File: src/rtl/mac_adder_tree.sv
// Pipelined signed adder tree: reduces N_IN masked MAC lanes to one WID-bit sum per cycle.
// Optional macro ADDER_TREE_SAT_EN selects saturation instead of wrap-around on the final sum.
module mac_adder_tree #(
  parameter int N_IN = 32,
  parameter int WID  = 16
) (
  input  logic                  clk,
  input  logic                  rst,
  input  logic signed [WID-1:0] output_mac [N_IN],
  input  logic [N_IN-1:0]       mac_enable,
  input  logic                  adder_enable,
  output logic signed [WID-1:0] adder_tree_out,
  output logic                  adder_tree_valid
);

  localparam int LEVELS = $clog2(N_IN);
  localparam int NP     = 2 ** LEVELS;
  localparam int SW     = WID + LEVELS;

  // Every tree node, all levels, in one flat array sign-extended to full width.
  // Level k occupies indices [2*NP - 2^(LEVELS-k+1) +: 2^(LEVELS-k)]; the root is the last entry.
  logic signed [SW-1:0] node [2*NP-1];

  for (genvar i = 0; i < NP; i++) begin : g_lane
    if (i < N_IN) begin : g_real
      assign node[i] = (adder_enable && mac_enable[i]) ? SW'(output_mac[i]) : '0;
    end else begin : g_pad
      assign node[i] = '0;
    end
  end

  for (genvar k = 1; k <= LEVELS; k++) begin : g_lvl
    localparam int W  = WID + k;
    localparam int NN = 2 ** (LEVELS - k);
    localparam int IB = 2 * NP - 2 ** (LEVELS - k + 2);
    localparam int OB = 2 * NP - 2 ** (LEVELS - k + 1);

    logic signed [W-1:0] sum_d [NN];
    logic signed [W-1:0] sum_q [NN];

    // Children fit in W-1 bits, so narrowing them to W bits before adding loses nothing.
    always_comb begin
      for (int j = 0; j < NN; j++) begin
        sum_d[j] = W'(node[IB + 2*j]) + W'(node[IB + 2*j + 1]);
      end
    end

    // NOTE: these are pipeline registers, not a memory, so each one is reset; an in-flight
    // partial sum must never survive a reset.
    always_ff @(posedge clk or posedge rst) begin
      if (rst) begin
        for (int j = 0; j < NN; j++) sum_q[j] <= '0;
      end else begin
        // NOTE: state is updated with <= so every level samples the previous level's old value.
        sum_q <= sum_d;
      end
    end

    for (genvar j = 0; j < NN; j++) begin : g_node
      assign node[OB + j] = SW'(sum_q[j]);
    end
  end

  logic [LEVELS-1:0] valid_d, valid_q;

  always_comb begin
    valid_d = LEVELS'({valid_q, adder_enable});
  end

  always_ff @(posedge clk or posedge rst) begin
    if (rst) valid_q <= '0;
    else     valid_q <= valid_d;
  end

  assign adder_tree_valid = valid_q[LEVELS-1];

`ifdef ADDER_TREE_SAT_EN
  localparam logic signed [SW-1:0] SAT_MAX = {{(LEVELS+1){1'b0}}, {(WID-1){1'b1}}};
  localparam logic signed [SW-1:0] SAT_MIN = {{(LEVELS+1){1'b1}}, {(WID-1){1'b0}}};

  // NOTE: every branch assigns adder_tree_out, so no latch is inferred.
  always_comb begin
    if (node[2*NP-2] > SAT_MAX)      adder_tree_out = SAT_MAX[WID-1:0];
    else if (node[2*NP-2] < SAT_MIN) adder_tree_out = SAT_MIN[WID-1:0];
    else                             adder_tree_out = WID'(node[2*NP-2]);
  end
`else
  // Wrap-around keeps the low WID bits, consistent with the rest of the PE datapath.
  always_comb begin
    adder_tree_out = WID'(node[2*NP-2]);
  end
`endif

endmodule

File: config.mk
export PLATFORM = sky130hd
export DESIGN_NAME = mac_adder_tree
export DESIGN_NICKNAME = d
export VERILOG_FILES = /design/src/rtl/mac_adder_tree.sv
export SDC_FILE = /design/constraint.sdc
export NUM_CORES = 2
export LEC_CHECK = 0
export ABC_AREA = 1
export CELL_PAD_IN_SITES_DETAIL_PLACEMENT = 1
export CELL_PAD_IN_SITES_GLOBAL_PLACEMENT = 2
export CORE_AREA = 2 2 369 371
export DETAILED_ROUTE_END_ITERATION = 7
export DIE_AREA = 0 0 371 373
export GPL_ROUTABILITY_DRIVEN = 0
export PLACE_DENSITY = 0.94
export SYNTH_ARGS = -nofsm -noshare
export SYNTH_HDL_FRONTEND = slang
export SYNTH_SLANG_ARGS = --single-unit
export TNS_END_PERCENT = 100
File: constraint.sdc
create_clock -name clk -period 48.1 [get_ports clk]
set_clock_uncertainty 0.05 [all_clocks]
set_input_delay 4.81 -clock clk [delete_from_list [all_inputs] [get_ports clk]]
set_output_delay 4.81 -clock clk [all_outputs]
set_load 0.05 [all_outputs]
After elaboration in Yosys (flattened, before gate mapping):

Cells that the tools add are included.

* register bits: 501
* bits in read-only memories: 0
* latch bits: 0
* RAM bits: 0
* memories: 0
* word-level logic and storage cells: 127
* input port bits: 547

* reduce and logical (&&, ||, !) cells: 32
* shift-type cells: 0
* eq/ne operators: 0
* multipliers: 0
* multiplexer cells: 32
* magnitude comparators: 0
* add/sub/neg operators: 31
* bitwise operators: 0
* div/mod/pow operators: 0

Operator list (number)
* 16-bit two-way mux: 32
* 16-bit adder: 31
* 1-bit logical AND: 32

Longest topological paths before layout:

* depth after elaboration: 3
* mapped depth: 15
* depth with buffers taken out: 12

Worst setup path after synthesis:

OpenSTA, ideal clock, no wires.

* kind: in2reg
* start point: input adder_enable
* end point: register g_lvl[1].sum_q[229] in the netlist's numbering
* data required time: 47.926 ns
* setup time: 0.124 ns
* stages on the path: 13
* buffers on the path: 3
* arrival time: 6.683 ns
* path slack: 41.243 ns
* cell sequence: buf_2 -> buf_2 -> nand2_1 -> buf_2 -> nor2_1 -> ha_1 -> fa_1 -> nand2_1 -> nand2_1 -> and2_1 -> nand2_1 -> nand2_1 -> xor2_1

RTL lines
* from (decl): line 11 `input logic adder_enable,`
* to (signal assigned): line 55 `sum_q <= sum_d;`
* to (decl): line 39 `logic signed [W-1:0] sum_q [NN];`

==> flow_metrics.py <==
metrics = {
    "clocking": {
        "clock_sinks": 501,
        "cts_tree": "yes",
        "hold_buffers": 0,
        "h-tree-depth": 2,
        "cts_made_buffers": 59,
        "cts.repair.resized": 0,
        "cts_max_path_buffers": 3,
        "postCtsSetupRepairBufs": 0,
        "cts_root_buf": "clkbuf_16",
        "clock_latency_ps": 630,
        "path_clk_slew_ps": 60,
    },
    "power": {
        "p_leak_nw": 33.7,
        "power_density_nw_per_um2": 34.7,
        "irDropWorstVdd_mv": 0.0316,
    },
    "worst_hold_path": {
        "worst_hold_path_type": "flip-flop to flip-flop",
        "worstHoldStart": "valid_q[0]",
        "min_to": "valid_q[1]",
        "min_path_cells": 0,
    },
    "placement": {
        "post_dp_cell_area_sq_um": 51800,
        "portBuffers": 563,
        "dp_hpwl_microns": 119000,
        "post-place-ws_ps": 39710,
    },
    "synthesis": {
        "syn_nets": 8076,
        "ys_types": 19,
        "yosysWarnings": 0,
        "netlist_area_sq_um": 44000,
        "syn_inst": 7033,
        "yosysTopAreaCellShare_pct": 28.5,
        "ys_ff_latch": 501,
        "seq_area_frac_synth_pct": 28.5,
        "netlist_top_cells_area": "dfrtp_1, nand2_1, inv_1",
        "syn_avg_cell_area_sq_um": 6.26,
        "yosysTopAreaCell": "dfrtp_1",
    },
    "die": {
        "row_count": 135,
        "die_x_microns": 371,
        "die_h_microns": 373,
        "io_pins": 564,
        "die_area_sq_um": 138000,
        "core-area_sq_um": 135000,
        "initial_core_util_pct": 32.7,
    },
    "layout": {
        "drive_gt1_share_pct": 1.59,
        "syn2layout_area_growth_pct": 22.5,
        "design_area_sq_um": 53900,
        "num-fill-cells": 17500,
        "finalNetCount": 8670,
        "post-route-util_pct": 40.1,
    },
    "global_routing": {
        "antenna_found_initial": 17,
        "gr-usage-all-layers_pct": 20.0,
        "grt_pass1_wl_microns": 226000,
        "grt_max_degree": 127,
        "grt_pass1_vias": 45200,
        "overflow": 0,
    },
    "drt": {
        "viasPerCell": 4.51,
        "num_vias": 42700,
        "drt_pass1_iterations": 5,
        "drc": 0,
        "postRouteAntennaNets": 0,
        "drt_iter0_drc": 1335,
        "routed_wl_microns": 138000,
        "wl_per_cell_microns": 14.6,
    },
    "critical_path": {
        "cp-end-kind": "async pin",
        "r2r-start": "g_lvl[1].sum_q[68]",
        "r2r_setup_slack_ps": 46150,
        "cp.required_ps": 48770,
        "r2r-end": "g_lvl[2].sum_q[50]",
        "critical_path_class": "primary input to async pin",
        "cp.arrival_ps": 8170,
        "rr_worst_depth": 10,
        "start_kind": "primary input",
        "path_max_fanout": 126,
    },
    "timing": {
        "timing.final.ws_setup_ps": 40610,
        "timing.final.crit_share_pct": 15.6,
        "hold_slack_ps": 298,
        "hold_viol": 0,
        "tightest_slew_ps": 962,
        "max_clock_freq_ghz": 0.133,
        "min_period_ps": 7490,
        "rsz0062_at_grt": "false",
        "max_slew_margin_pct": 35.9,
        "setup_viol": 0,
        "finalSetupTns_ps": 0,
        "slew_violations": 0,
    },
    "job": {
        "maxCapViolCount": 0,
    },
    "run_status": {
        "status": "complete, no violations",
    },
}
[where the power goes]
group | switching (mW) | total (mW) | leakage [nW] | internal (mW)
logic | 0.504 | 0.806 | 26.4 | 0.302
clock network | 0.184 | 0.486 | 1.02 | 0.302
registers | 0.0588 | 0.579 | 6.29 | 0.520
[synthesized netlist by cell type (all sizes together)]
cell    number
and2         9
xor2       199
nand3      325
a21oi      257
nand4       32
fa          31
nor2       798
inv       1673
nand2     2507
o21ai        3
dfrtp      501
nand3b      36
buf         20
xnor2       49
clkbuf      17
ha         465
nor3        93
or2         18
[critical path, stage by stage]
cell and delay (ps):
clkdlybuf4s50_1 490, inv_8 550, buf_4 750, buf_4 770
buf_4 590
[flip-flops by register name (all words and copies together), names as in the netlist]
signal,cells
valid_q,5
g_lvl.sum_q,496
[area by class of cell]
class	instances	area, sq um	share of cell area [%]
Sequential cell	501	12500	23.2
Multi-Input combinational cell	4822	25000	46.4
Tap cell	1781	2230	4.13
Antenna cell	14	35.0	0.0650
Clock inverter	26	444	0.824
Timing Repair Buffer	570	5680	10.5
Clock buffer	78	1670	3.10
Inverter	1673	6290	11.7
[per-stage QoR]
stage	power, mW	std cells
after floorplan	1.11	7033
after global placement	1.37	9347
after detailed placement	1.40	9347
after CTS	1.90	9451
after global routing	2.03	9463
final	1.87	9465
[kinds of logic (layout without fill, tap and decap cells)]
group,count (synthesis),after routing,share of synthesized area (%)
AND/OR/NAND/NOR,3818,3818,34.4
flip-flops,501,501,28.5
buffers and inverters,1710,2347,14.6
adder cells (fa/ha/maj),496,496,14.6
other,0,14,0
XOR/XNOR,248,248,4.93
AO/OA/AOI/OAI,260,260,2.96
[per-layer routing]
layer / global-route usage [%] / part of all wire (%)
met1: 25.2 / 45
met2: 35.9 / 50
met5: 0 / 0.026
met3: 2.05 / 2.7
met4: 5.34 / 2.5
[worst max-delay path by stage]
stage	start	end	slack, ps	depth (start not counted)
finish	rst	g_lvl[1].sum_q[184]	40610	5
detailed placement	rst	g_lvl[1].sum_q[173]	39710	5
CTS	rst	g_lvl[1].sum_q[180]	40390	5
floorplan	rst	g_lvl[1].sum_q[0]	29250	1
global route	rst	g_lvl[1].sum_q[184]	40090	5
global placement	rst	g_lvl[1].sum_q[180]	39810	5
[cells in the final DEF (no fill, tap or decap)]
| master | Yosys | final |
|---|---|---|
| bufinv_16 | 0 | 11 |
| nand4_1 | 32 | 32 |
| clkinvlp_4 | 0 | 4 |
| clkbuf_1 | 17 | 9 |
| buf_4 | 1 | 7 |
| inv_6 | 0 | 1 |
| clkinv_4 | 0 | 5 |
| clkbuf_16 | 0 | 61 |
| clkinv_2 | 0 | 4 |
| nand3b_1 | 36 | 36 |
| nand3_1 | 325 | 325 |
| o21ai_0 | 3 | 3 |
| nor2_1 | 798 | 798 |
| diode_2 | 0 | 14 |
| clkdlybuf4s50_1 | 0 | 562 |
| inv_8 | 0 | 2 |
| ha_1 | 465 | 465 |
| or2_2 | 18 | 18 |
| inv_1 | 1673 | 1672 |
| nand2_1 | 2507 | 2507 |
| fa_1 | 31 | 31 |
| nor3_1 | 93 | 93 |
| clkbuf_8 | 0 | 8 |
| dfrtp_1 | 501 | 501 |
| xnor2_1 | 49 | 49 |
| and2_1 | 9 | 9 |
| xor2_1 | 199 | 199 |
| a21oi_1 | 257 | 257 |
| buf_2 | 19 | 1 |
Note: power is estimated with default switching activity, not from simulation.
